$ cat config.mk
export PLATFORM = sky130hd
export DESIGN_NAME = lcd_line_writer
export DESIGN_NICKNAME = d
export VERILOG_FILES = /design/src/rtl/lcd_line_writer.sv
export SDC_FILE = /design/constraint.sdc
export NUM_CORES = 1
export LEC_CHECK = 0
export BUFFER_PORTS_ARGS = -buffer_cell sky130_fd_sc_hd__buf_2
export CAP_MARGIN = 25
export CORE_ASPECT_RATIO = 0.5
export CORE_MARGIN = 4
export CORE_UTILIZATION = 51
export DETAILED_ROUTE_END_ITERATION = 6
export GPL_TIMING_DRIVEN = 0
export PLACE_DENSITY_LB_ADDON = 0.12
export SLEW_MARGIN = 20
export SYNTH_ARGS = -nofsm -noshare
export SYNTH_HDL_FRONTEND = slang
export SYNTH_SLANG_ARGS = --single-unit
$ cat constraint.sdc
create_clock -name clk -period 6.51 [get_ports clk]
set_input_delay 1.6275 -clock clk [delete_from_list [all_inputs] [get_ports clk]]
set_output_delay 1.6275 -clock clk [all_outputs]
set_load 0.02 [all_outputs]
$ cat src/rtl/lcd_line_writer.sv
// Paints a 16-character ASCII line onto row 1 of an HD44780-style LCD over an 8-bit bus.
// Runs the power-up init once after reset, then refreshes frames and pulses frame_done per frame.
module lcd_line_writer #(
  parameter int unsigned POWERUP_CYC  = 750000,
  parameter int unsigned E_HIGH_CYC   = 12,
  parameter int unsigned CMD_WAIT_CYC = 2000,
  parameter int unsigned CLR_WAIT_CYC = 82000
) (
  input  logic         clk,
  input  logic         rst,
  input  logic [127:0] line_in,
  input  logic         refresh_en,
  output logic [7:0]   lcd_data,
  output logic         lcd_rs,
  output logic         lcd_rw,
  output logic         lcd_e,
  output logic         init_done,
  output logic         frame_done
);

  typedef enum logic [2:0] {
    StPwrWait,
    StSetup,
    StEHi,
    StWait,
    StFrameEnd,
    StIdle
  } state_e;

  state_e         state;
  logic [31:0]    cnt;
  logic [4:0]     idx;
  logic [127:0]   snap;
  logic [31:0]    wait_len;
  logic           wait_last;
  logic           start_frame;

  function automatic logic [7:0] init_cmd(input logic [1:0] i);
    case (i)
      2'd0:    init_cmd = 8'h38;
      2'd1:    init_cmd = 8'h0C;
      2'd2:    init_cmd = 8'h06;
      default: init_cmd = 8'h01;
    endcase
  endfunction

  // Only the fourth init command (clear) needs the long settle time.
  assign wait_len  = (!init_done && idx == 5'd3) ? CLR_WAIT_CYC : CMD_WAIT_CYC;
  assign wait_last = (state == StWait) && (cnt == wait_len - 32'd1);

  assign start_frame = (wait_last && !init_done && idx == 5'd3) ||
                       ((state == StFrameEnd || state == StIdle) && refresh_en);

  assign lcd_rw = 1'b0;

  always_ff @(posedge clk or posedge rst) begin
    if (rst) begin
      state      <= StPwrWait;
      cnt        <= '0;
      idx        <= '0;
      snap       <= '0;
      lcd_data   <= 8'h00;
      lcd_rs     <= 1'b0;
      lcd_e      <= 1'b0;
      init_done  <= 1'b0;
      frame_done <= 1'b0;
    end else begin
      frame_done <= 1'b0;
      case (state)
        StPwrWait: begin
          if (cnt == POWERUP_CYC - 32'd1) begin
            cnt      <= '0;
            idx      <= '0;
            lcd_rs   <= 1'b0;
            lcd_data <= init_cmd(2'd0);
            state    <= StSetup;
          end else begin
            cnt <= cnt + 32'd1;
          end
        end
        StSetup: begin
          lcd_e <= 1'b1;
          cnt   <= '0;
          state <= StEHi;
        end
        StEHi: begin
          if (cnt == E_HIGH_CYC - 32'd1) begin
            lcd_e <= 1'b0;
            cnt   <= '0;
            state <= StWait;
          end else begin
            cnt <= cnt + 32'd1;
          end
        end
        StWait: begin
          if (wait_last) begin
            cnt <= '0;
            if (!init_done) begin
              if (idx != 5'd3) begin
                idx      <= idx + 5'd1;
                lcd_data <= init_cmd(idx[1:0] + 2'd1);
                state    <= StSetup;
              end
            end else if (idx == 5'd16) begin
              frame_done <= 1'b1;
              state      <= StFrameEnd;
            end else begin
              // Characters are peeled off the snapshot MSB-first so index 0 is leftmost.
              idx      <= idx + 5'd1;
              lcd_rs   <= 1'b1;
              lcd_data <= snap[127:120];
              snap     <= {snap[119:0], 8'h00};
              state    <= StSetup;
            end
          end else begin
            cnt <= cnt + 32'd1;
          end
        end
        StFrameEnd: begin
          if (!refresh_en) state <= StIdle;
        end
        StIdle: begin
        end
        default: state <= StPwrWait;
      endcase

      // Frame start overrides the per-state updates above; the snapshot keeps the frame untorn.
      if (start_frame) begin
        state     <= StSetup;
        cnt       <= '0;
        idx       <= '0;
        lcd_rs    <= 1'b0;
        lcd_data  <= 8'h80;
        snap      <= line_in;
        init_done <= 1'b1;
      end
    end
  end

endmodule

==> run summary, run 1 <==
======================================================================================================
Run status                                                                                   completed
Total congestion overflow                                                                            0
DRC viols                                                                                            0
Clock transition at the register clock pins on the worst setup and hold paths after CTS        0.07 ns
Initial Utilization                                                                              53.2%
Post-Route Skew                                                                              0.0120 ns
Number of synthesized flops with an enable pin                                                       0
Final HPWL DP                                                                                 15300 µm
Post-synthesis register bit count                                                                  180
Number of optimization iterations in the first detailed-route pass                                   5
X dimension of the die                                                                          189 µm
Upper clock frequency limit                                                                    293 MHz
Slack of the worst reg-to-reg path                                                             3.63 ns
Clock root cell                                                                           sky130_fd_sc_hd__clkbuf_16
Final period util                                                                                52.5%
Non-filler cells in the finished layout                                                           1280
Commonest cells in the synthesized netlist                                                sky130_fd_sc_hd__nand2_1, sky130_fd_sc_hd__dfrtp_1, sky130_fd_sc_hd__a22oi_1, sky130_fd_sc_hd__buf_2, sky130_fd_sc_hd__nor2_1
Min-Delay Path Depth                                                                                 2
Worst Setup Path Type                                                                     primary input to flop
Number of global-route vias before repair                                                         7081
Antenna Violating Nets Remaining                                                                     0
Syn_nets                                                                                          1016
Number of pins with negative max-slew slack in the final report                                      0
Final hold violation count                                                                           0
Number of antenna violations at the first check in global routing                                    8
Crit start category                                                                       primary input
Sequential-to-total area share from yosys stat                                                   53.7%
Post-Place Cells                                                                                  1248
Post-Syn Area per Cell                                                                        9.55 µm²
Type of the worst min-delay path                                                          flop to flop
Die Ht                                                                                         98.7 µm
R2R Path End                                                                                  snap[20]
Worst hold path endpoint                                                                      snap[95]
NumNets Final                                                                                     1183
Number of H-tree levels                                                                              4
Endpoints failing setup                                                                              0
Hold buffer count at CTS                                                                             0
Number of antenna cells inserted                                                                     0
Worst Path Max Fanout                                                                               10
Endpoint kind of the worst setup timing path                                                      flop
Cell Pwr Density                                                                            396 nW/µm²
Floorplan core area                                                                          15800 µm²
Max-cap violations                                                                                   0
Worst-case reg-to-reg path depth                                                                     9
Worst Min Path Start                                                                          snap[95]
Worst slew pin tran                                                                           0.700 ns
Post-CTS Setup Inserts                                                                               0
Post-synth design cell area                                                                   8390 µm²
Total non-filler cell area in the finished layout                                            10100 µm²
Fill count                                                                                        1365
IO buf count                                                                                       142
Number of violations reported at the end of detailed-routing iteration 0                           425
Layout cells sized above 1                                                                       24.0%
Clock tree from TritonCTS                                                                        built
Setup Total Neg Slack                                                                             0 ns
Critical path data arrival time                                                                3.77 ns
Die area                                                                                     18700 µm²
Critical register-to-register path startpoint                                                   cnt[8]
RSZ-0062 raised after global routing                                                             false
Global-route wire length before repair                                                        35000 µm
Last weighted congestion value of the routability-driven placer                                  0.823
CTS buffer count                                                                                    17
Placement Cell Area                                                                           9510 µm²
Mean routed wirelength per cell                                                                16.2 µm
Number of buffers on the longest clock path                                                          2
Number of distinct standard cells referenced by the synthesized netlist                             55
Area fraction of the dominant cell type after synthesis                                          53.7%
Worst slew margin relative to its limit                                                          53.0%
Clock insertion delay at the later pin of the skew report                                      0.43 ns
Post-synthesis cell count                                                                          879
Total wirelength of the detailed-routed design                                                20800 µm
Main area contributors after synthesis                                                    sky130_fd_sc_hd__dfrtp_1, sky130_fd_sc_hd__nand2_1, sky130_fd_sc_hd__a22oi_1
Dominant cell by count in the synthesized netlist                                         sky130_fd_sc_hd__nand2_1
Overall routing resource usage                                                                   23.0%
Highest ir drop seen on vdd                                                                     202 µV
Number of cells upsized or downsized after cts                                                       0
Number of placement rows                                                                            32
Leak Pwr                                                                                       5.09 nW
Synth-to-Final Area Change                                                                       20.8%
Commonest register cell after synthesis                                                   sky130_fd_sc_hd__dfrtp_1
DR vias                                                                                           7027
Synth async-reset ratio                                                                           100%
Sink count of the clock tree                                                                       180
Number of warnings printed during yosys synthesis                                                    0
Maximum number of pins on one net before global-route repair                                        35
Top-level port count                                                                               144
Final critical delay including setup and external delays                                       3.42 ns
Required time at the endpoint of the critical path                                             6.86 ns
Ratio of routed vias to standard cells                                                            5.49
Leading area contributor after synthesis                                                  sky130_fd_sc_hd__dfrtp_1
======================================================================================================
[cells by family after synthesis]
group	Yosys count	synth area share (%)
XOR/XNOR	17	1.77
adder cells (fa/ha/maj)	6	0.895
flip-flops	180	53.7
buffers and inverters	66	4.37
AO/OA/AOI/OAI	197	16.9
multiplexers	7	0.850
AND/OR/NAND/NOR	405	21.5
other	1	0.0447
[registers in the layout, indices dropped and copies added (netlist names)]
register	cells
snap	128
cnt	32
lcd_data	8
idx	5
state	3
frame_done	1
init_done	1
lcd_e	1
lcd_rs	1
[layout make-up]
| cell class | count | area [µm²] | share of cell area [%] |
|---|---|---|---|
| Clock inverter | 15 | 205 | 2.02 |
| Buffer | 56 | 329 | 3.25 |
| Inverter | 10 | 41.3 | 0.407 |
| Tap cell | 221 | 277 | 2.73 |
| Sequential cell | 180 | 4500 | 44.4 |
| Multi-Input combinational cell | 633 | 3520 | 34.7 |
| Clock buffer | 17 | 425 | 4.20 |
| Timing Repair Buffer | 148 | 838 | 8.27 |
[where the power goes]
part / switching, mW / leakage (nW) / internal (mW)
clock network: 0.501 / 0.305 / 0.592
registers: 0.270 / 2.29 / 1.55
logic: 0.643 / 2.50 / 0.461
[stage by stage]
step,setup slack [ns],hold WS [ns],power [mW],utilization (%)
2_1_floorplan,2.57,0.446,2.59,-
3_3_place_gp,1.42,0.458,2.88,59.5
3_5_place_dp,2.63,0.461,2.93,60.3
4_1_cts,3.08,0.479,4.04,64.3
5_1_grt,2.83,0.484,4.30,64.3
6_report,3.09,0.476,4.02,64.3
[worst max-delay path: stages]
cell and delay (ns):
sky130_fd_sc_hd__buf_2 0.10, sky130_fd_sc_hd__inv_1 0.05, sky130_fd_sc_hd__o21ai_1 0.48, sky130_fd_sc_hd__nand4_1 0.28, sky130_fd_sc_hd__nor3_2 0.51, sky130_fd_sc_hd__nand2_1 0.19
sky130_fd_sc_hd__or3_1 0.38, sky130_fd_sc_hd__a21oi_1 0.14
[per-layer routing]
metal	global-route usage, %	part of all wire (%)	vias to the layer above
li1	-	-	3415
met1	30.4	45	3416
met2	38.1	48	145
met3	7.01	5.7	35
met4	4.78	0.97	16
met5	0	0.46	-
[how the worst max path moves through the flow]
stage / slack, ns / endpoint / cells after the start / from
6_report: 3.09 / cnt[31] / 8 / refresh_en
5_1_grt: 2.83 / cnt[31] / 8 / refresh_en
4_1_cts: 3.08 / cnt[31] / 8 / refresh_en
3_5_place_dp: 2.63 / cnt[31] / 8 / refresh_en
3_3_place_gp: 1.42 / snap[50] / 2 / rst
2_1_floorplan: 2.57 / cnt[0] / 1 / rst
[cell usage in the layout (no fill, tap or decap), types with 8 or more instances in the layout]
cell type / Yosys / final
sky130_fd_sc_hd__nand2_1: 278 / 278
sky130_fd_sc_hd__dfrtp_1: 180 / 180
sky130_fd_sc_hd__buf_2: 33 / 175
sky130_fd_sc_hd__a22oi_1: 121 / 121
sky130_fd_sc_hd__nor2_1: 33 / 33
sky130_fd_sc_hd__o21ai_0: 23 / 23
sky130_fd_sc_hd__nand3_1: 20 / 20
sky130_fd_sc_hd__clkbuf_16: 0 / 17
sky130_fd_sc_hd__xor2_1: 15 / 15
sky130_fd_sc_hd__a22o_1: 15 / 15
sky130_fd_sc_hd__nand4_1: 13 / 13
sky130_fd_sc_hd__nor3_1: 12 / 12
sky130_fd_sc_hd__nor2_2: 12 / 12
sky130_fd_sc_hd__buf_4: 11 / 11
sky130_fd_sc_hd__a21oi_1: 11 / 11
sky130_fd_sc_hd__inv_1: 10 / 9
sky130_fd_sc_hd__o31ai_1: 9 / 9
sky130_fd_sc_hd__clkbuf_1: 8 / 8
Note: power is estimated with default switching activity, not from simulation.
==> run 2, diff against run 1 <==
ABC_AREA = 1   (was unset)
CORE_UTILIZATION = 52   (was 51)
clock period = 2.84 ns   (was 6.51 ns; I/O delays follow)
==> run 2 against run 1 <==
Compared with the run above:
- synthesized area increased by 9.7%
- wire length increased by 14%
- first-iteration DRC count increased by 43%
- sequential cell count unchanged
- clock power increased by 120%
- clock-buffer cell count increased by 4
- total power increased by 28%
- sequential share of layout area decreased by 3.2 points
- cell count increased by 28%
- combinational power decreased by 81%
- clock skew increased by 0.0037 ns
- worst hold slack got worse by 0.21 ns
- critical endpoint is now snap[63]
==> run summary, run 2 <==
======================================================================================================
Run status                                                                                   completed
Final hold violation count                                                                           0
Number of antenna violations at the first check in global routing                                    2
Clock transition at the register clock pins on the worst setup and hold paths after CTS        0.07 ns
Worst slew pin tran                                                                           0.613 ns
Floorplan core area                                                                          17400 µm²
Sink count of the clock tree                                                                       180
Number of H-tree levels                                                                              4
Number of distinct standard cells referenced by the synthesized netlist                             29
Critical register-to-register path startpoint                                                   idx[0]
CTS buffer count                                                                                    17
Commonest register cell after synthesis                                                   sky130_fd_sc_hd__dfrtp_1
Global-route wire length before repair                                                        39900 µm
Total wirelength of the detailed-routed design                                                23700 µm
Last weighted congestion value of the routability-driven placer                                  0.892
Largest registers in the final layout                                                     snap: 128 flops, cnt: 32 flops, lcd_data: 8 flops
IO buf count                                                                                       142
Final HPWL DP                                                                                 17800 µm
Clock insertion delay at the later pin of the skew report                                      0.43 ns
Post-synthesis adder-cell area fraction                                                         0.816%
Non-filler cells in the finished layout                                                           1632
Number of pins with negative max-slew slack in the final report                                      0
DR vias                                                                                           8534
Most frequent standard cell in the layout excluding fill and tap cells                    sky130_fd_sc_hd__nand2_1
Ratio of routed vias to standard cells                                                            5.23
Highest ir drop seen on vdd                                                                     424 µV
Fill count                                                                                        1585
Antenna Violating Nets Remaining                                                                     0
Worst-case reg-to-reg path depth                                                                    10
Endpoint kind of the worst setup timing path                                                      flop
Number of antenna cells inserted                                                                     0
Main area contributors after synthesis                                                    sky130_fd_sc_hd__dfrtp_1, sky130_fd_sc_hd__nand2_1, sky130_fd_sc_hd__nand3_1
Final period util                                                                                86.0%
Worst Path Max Fanout                                                                               10
Number of optimization iterations in the first detailed-route pass                                   5
Post-synthesis register bit count                                                                  180
Fraction of the mapped netlist area in compound gates                                            2.56%
Placement Cell Area                                                                          10300 µm²
Layout cells sized above 1                                                                       18.3%
Number of warnings printed during yosys synthesis                                                    0
X dimension of the die                                                                          196 µm
Number of cells upsized or downsized after cts                                                       0
Hold buffer count at CTS                                                                             0
Sequential-to-total area share from yosys stat                                                   48.9%
Mean routed wirelength per cell                                                                14.5 µm
Maximum number of pins on one net before global-route repair                                        35
Number of synthesized flops with an enable pin                                                       0
Cell Pwr Density                                                                            472 nW/µm²
Most frequent cells in the layout                                                         sky130_fd_sc_hd__nand2_1, sky130_fd_sc_hd__nand3_1, sky130_fd_sc_hd__buf_2, sky130_fd_sc_hd__dfrtp_1, sky130_fd_sc_hd__nor2_1
Dominant cell by count in the synthesized netlist                                         sky130_fd_sc_hd__nand2_1
Clock root cell                                                                           sky130_fd_sc_hd__clkbuf_16
Overall power of the completed layout                                                          5.16 mW
Commonest cells in the synthesized netlist                                                sky130_fd_sc_hd__nand2_1, sky130_fd_sc_hd__nand3_1, sky130_fd_sc_hd__dfrtp_1, sky130_fd_sc_hd__nor2_1, sky130_fd_sc_hd__buf_2
Top-level port count                                                                               144
Number of buffers on the longest clock path                                                          2
Area share of xor/xnor cells in the synthesized design                                           2.38%
Critical path data arrival time                                                                2.81 ns
Post-Route Skew                                                                              0.0157 ns
Synth async-reset ratio                                                                           100%
DRC viols                                                                                            0
RSZ-0062 raised after global routing                                                             false
Clock tree from TritonCTS                                                                        built
Post-synth design cell area                                                                   9210 µm²
Type of the worst min-delay path                                                          primary input to async pin
Total non-filler cell area in the finished layout                                            10900 µm²
Area fraction of the dominant cell type after synthesis                                          48.9%
Number of violations reported at the end of detailed-routing iteration 0                           606
NumNets Final                                                                                     1523
Register name with the most flops                                                                 snap
Slack of the worst reg-to-reg path                                                             0.40 ns
Worst slew margin relative to its limit                                                          59.0%
Fin util                                                                                         62.9%
R2R Path End                                                                                  snap[63]
Die area                                                                                     20000 µm²
Upper clock frequency limit                                                                    410 MHz
Initial Utilization                                                                              53.0%
Endpoints failing setup                                                                              0
Leak Pwr                                                                                       5.00 nW
Worst Setup Path Type                                                                     flop to flop
Post-synthesis cell count                                                                         1219
Required time at the endpoint of the critical path                                             3.20 ns
Multiplexer area fraction after synthesis                                                           0%
Fraction of the mapped netlist area in simple logic gates                                        39.2%
Overall routing resource usage                                                                   24.6%
Leading area contributor after synthesis                                                  sky130_fd_sc_hd__dfrtp_1
Max-cap violations                                                                                   0
Die Ht                                                                                          102 µm
Final critical delay including setup and external delays                                       2.44 ns
Crit start category                                                                               flop
Number of placement rows                                                                            34
Number of global-route vias before repair                                                         8423
Synth-to-Final Area Change                                                                       18.6%
Post-Syn Area per Cell                                                                        7.55 µm²
Total congestion overflow                                                                            0
Combinational family with the most area after synthesis                                   simple AND/OR/NAND/NOR gates
Syn_nets                                                                                          1356
Flip-flop count of the largest register, all copies and words added                                128
Post-Place Cells                                                                                  1601
Post-CTS Setup Inserts                                                                               0
======================================================================================================
## run 2: metal layers
layer | GRT usage [%] | vias up | share of wire (%)
li1 | - | 4282 | -
met1 | 33.0 | 4005 | 46
met2 | 41.6 | 206 | 48
met3 | 4.84 | 37 | 5.0
met4 | 6.65 | 4 | 1.3
met5 | 0 | - | 0.097
## run 2: final cells by class
cell class / count / area, µm² / share of cell area [%]
clock buffer: 21 / 460 / 4.22
tap: 234 / 293 / 2.68
inverter: 55 / 210 / 1.93
sequential: 180 / 4500 / 41.3
buffer: 70 / 354 / 3.24
timing repair buffer: 148 / 838 / 7.68
multi-input combinational: 914 / 4140 / 37.9
clock inverter: 10 / 119 / 1.09
## run 2: logic make-up (layout without fill, tap and decap cells)
group	count (synthesis)	count (layout)
compound gates	40	40
fa+ha+maj	6	6
xor+xnor	25	25
other cells	1	1
flops	180	180
buf+inv	125	304
simple gates	842	842
## run 2: worst max-delay path: stages, from the launching register on
cell and delay (ns):
sky130_fd_sc_hd__dfrtp_1 0.46, sky130_fd_sc_hd__ha_1 0.30, sky130_fd_sc_hd__nand3_1 0.16, sky130_fd_sc_hd__nor2_1 0.06, sky130_fd_sc_hd__nor2_1 0.22, sky130_fd_sc_hd__nand3_2 0.17, sky130_fd_sc_hd__nor3_4 0.25, sky130_fd_sc_hd__buf_2 0.29
sky130_fd_sc_hd__buf_2 0.25, sky130_fd_sc_hd__nand2_1 0.12, sky130_fd_sc_hd__nand3_1 0.11
## run 2: how the worst max path moves through the flow
stage | startpoint | endpoint | slack (ns) | depth (start not counted)
3_3_place_gp | rst | cnt[9] | -1.28 | 2
3_5_place_dp | idx[0] | snap[63] | 0.39 | 10
5_1_grt | idx[0] | cnt[6] | 0.14 | 13
4_1_cts | idx[0] | snap[63] | 0.37 | 10
2_1_floorplan | rst | cnt[0] | -0.18 | 1
6_report | idx[0] | snap[63] | 0.40 | 10
## run 2: stage by stage
stage	TNS (ns)	hold slack, ns	setup slack [ns]
finish	0	0.271	0.398
global route	0	0.284	0.137
CTS	0	0.268	0.373
detailed placement	0	0.454	0.389
global placement	-227.80	0.455	-1.28
floorplan	-32.15	0.466	-0.179
## run 2: where the power goes
part / switching, mW / internal [mW]
Clock: 1.07 / 1.28
Sequential: 0.0206 / 2.58
Combinational: 0.107 / 0.100
Total: 1.20 / 3.96
==> run 3, diff against run 2 <==
ABC_AREA = unset   (was 1)
CORE_UTILIZATION = 51   (was 52)
CTS_CLUSTER_DIAMETER = 120   (was unset)
==> run 3 against run 2 <==
Compared with the run above:
- non-clock buffer count shrank 13
- worst hold slack better by 0.0014 ns
- die area shrank 6.7%
- wire length is 12% lower
- clock power increased by 6%
- setup slack got worse by 0.19 ns
==> run summary, run 3 (same netlist as run 1, synthesis figures left out) <==
======================================================================================================
Clock tree from TritonCTS                                                                        built
Clock root cell                                                                           sky130_fd_sc_hd__clkbuf_16
NumNets Final                                                                                     1184
Worst slew margin relative to its limit                                                          55.5%
Number of pins with negative max-slew slack in the final report                                      0
Sink count of the clock tree                                                                       180
Fill count                                                                                        1350
Ratio of routed vias to standard cells                                                            5.51
Crit start category                                                                               flop
IO buf count                                                                                       142
Worst Setup Path Type                                                                     flop to flop
Synth-to-Final Area Change                                                                       21.7%
Die Ht                                                                                         98.7 µm
Most frequent cells in the layout                                                         sky130_fd_sc_hd__nand2_1, sky130_fd_sc_hd__dfrtp_1, sky130_fd_sc_hd__buf_2, sky130_fd_sc_hd__a22oi_1, sky130_fd_sc_hd__nor2_1
Max-cap violations                                                                                   0
RSZ-0062 raised after global routing                                                             false
Logic gate share of total power                                                                  27.5%
Top Family by Delay on Critical Path                                                      simple AND/OR/NAND/NOR gates
CTS buffer count                                                                                    17
Hold buffer count at CTS                                                                             0
Total congestion overflow                                                                            0
Highest ir drop seen on vdd                                                                     461 µV
Number of antenna cells inserted                                                                     0
DRC viols                                                                                            0
Initial Utilization                                                                              53.2%
Critical path data arrival time                                                                3.00 ns
Register name with the most flops                                                                 snap
Number of placement rows                                                                            32
Worst Path Max Fanout                                                                               10
Clock insertion delay at the later pin of the skew report                                      0.43 ns
Cell-internal power                                                                            5.97 mW
Die area                                                                                     18700 µm²
Placement Cell Area                                                                           9510 µm²
Top-level port count                                                                               144
Post-Route Skew                                                                              0.0137 ns
Type of the worst min-delay path                                                          primary input to async pin
X dimension of the die                                                                          189 µm
Total non-filler cell area in the finished layout                                            10200 µm²
Overall routing resource usage                                                                   23.0%
DR vias                                                                                           7057
Number of optimization iterations in the first detailed-route pass                                   5
Cell breakdown of the critical path                                                       clkbuf_1, nand4_1, nor3_1, mux2i_1, nor4b_4, clkbuf_4, buf_2, a22oi_1, nand2_1
Endpoints failing setup                                                                              0
Antenna Violating Nets Remaining                                                                     0
Largest stage delay on the critical path                                                       0.42 ns
Non-filler cells in the finished layout                                                           1281
Clock transition at the register clock pins on the worst setup and hold paths after CTS        0.08 ns
Number of buffer and inverter stages on the critical path                                            3
Required time at the endpoint of the critical path                                             3.21 ns
Largest registers in the final layout                                                     snap: 128 flops, cnt: 32 flops, lcd_data: 8 flops
Last weighted congestion value of the routability-driven placer                                  0.823
Total wirelength of the detailed-routed design                                                20800 µm
Most frequent standard cell in the layout excluding fill and tap cells                    sky130_fd_sc_hd__nand2_1
Global-route wire length before repair                                                        35000 µm
Run status                                                                                   completed
Floorplan core area                                                                          15800 µm²
Post-Place Cells                                                                                  1248
Area taken by flip-flops and latches                                                          4500 µm²
Number of antenna violations at the first check in global routing                                    8
Final critical delay including setup and external delays                                       2.63 ns
Crit-path slowest cell                                                                    sky130_fd_sc_hd__nor4b_4
Number of violations reported at the end of detailed-routing iteration 0                           426
Flip-flop count of the largest register, all copies and words added                                128
Number of buffers on the longest clock path                                                          2
Share of power burned in the clock network                                                       27.1%
Leak Pwr                                                                                       5.14 nW
Multi-input gate area in the final layout                                                     3580 µm²
Slack of the worst reg-to-reg path                                                             0.21 ns
Number of global-route vias before repair                                                         7081
Switching part of the total                                                                      35.1%
Layout cells sized above 1                                                                       24.5%
Switching power                                                                                3.23 mW
Upper clock frequency limit                                                                    380 MHz
Number of H-tree levels                                                                              4
Worst slew pin tran                                                                           0.663 ns
Cell Pwr Density                                                                            901 nW/µm²
Mean routed wirelength per cell                                                                16.3 µm
Endpoint kind of the worst setup timing path                                                      flop
Maximum number of pins on one net before global-route repair                                        35
Part of the power in registers                                                                   45.3%
Final hold violation count                                                                           0
Final period util                                                                                92.6%
Final HPWL DP                                                                                 15300 µm
======================================================================================================
==> run 3: cell types whose count changed in the layout (fill, tap and decap cells not counted), sizes merged, moves of 8 or more <==
| cell | change |
|---|---|
| inv | -41 |
| a22o | +15 |
| nor2 | -80 |
| nor4 | +11 |
| nand3 | -266 |
| o31ai | +9 |
| nand2 | -132 |
| a21oi | +8 |
| a22oi | +121 |
| buf | -15 |
==> run 3: power groups by stage <==
stage	clock [mW]	combinational [mW]	sequential [mW]
4_1_cts	2.54	2.55	4.16
2_1_floorplan	0	1.84	4.10
6_report	2.50	2.53	4.17
5_1_grt	2.67	2.89	4.30
3_5_place_dp	0	2.54	4.19
3_3_place_gp	0	2.43	4.17
==> run 3: area by class of cell <==
| type | instances | share of cell area [%] |
|---|---|---|
| repair buffers | 149 | 8.28 |
| inverters | 10 | 0.404 |
| multi-input cells | 633 | 35.1 |
| clock buffers | 17 | 4.17 |
| flip-flops and latches | 180 | 44.1 |
| well taps | 221 | 2.71 |
| clock inverters | 15 | 2.01 |
| plain buffers | 56 | 3.27 |
==> run 3: worst paths after layout <==
check,start,cells after the start,endpoint
setup / recovery,cnt[8],9,snap[20]
hold / removal,rst,2,lcd_data[1]
setup reg to reg,cnt[8],9,snap[20]
hold reg to reg,snap[95],2,snap[95]
max in group asynchronous,rst,4,snap[64]
min in group clk,snap[95],2,snap[95]
==> run 3: per-layer routing <==
metal	GRT usage, %	vias to the layer above	routed length (µm)
met2	38.1	160	10100
li1	-	3418	-
met1	30.4	3427	9220
met3	7.01	36	1230
met4	4.78	16	194
met5	0	-	96
==> run 3: timing repair <==
action,in CTS,in global routing
setup endpoints to repair,87,137
gates resized for setup,1,12
pin swaps,0,2
buffers inserted,0,1
==> run 3: per-stage QoR <==
step                setup TNS (ns)  hold slack [ns]  total power [mW]  setup slack, ns  util [%]
floorplan                   -32.15            0.446              5.94           -0.179         -
global placement           -235.43            0.458              6.60            -1.33      59.5
detailed placement          -0.122            0.461              6.73           -0.122      60.3
CTS                              0            0.273              9.26          0.00672      64.3
global route                     0            0.287              9.86           0.0228      64.7
finish                           0            0.272              9.20            0.210      64.7
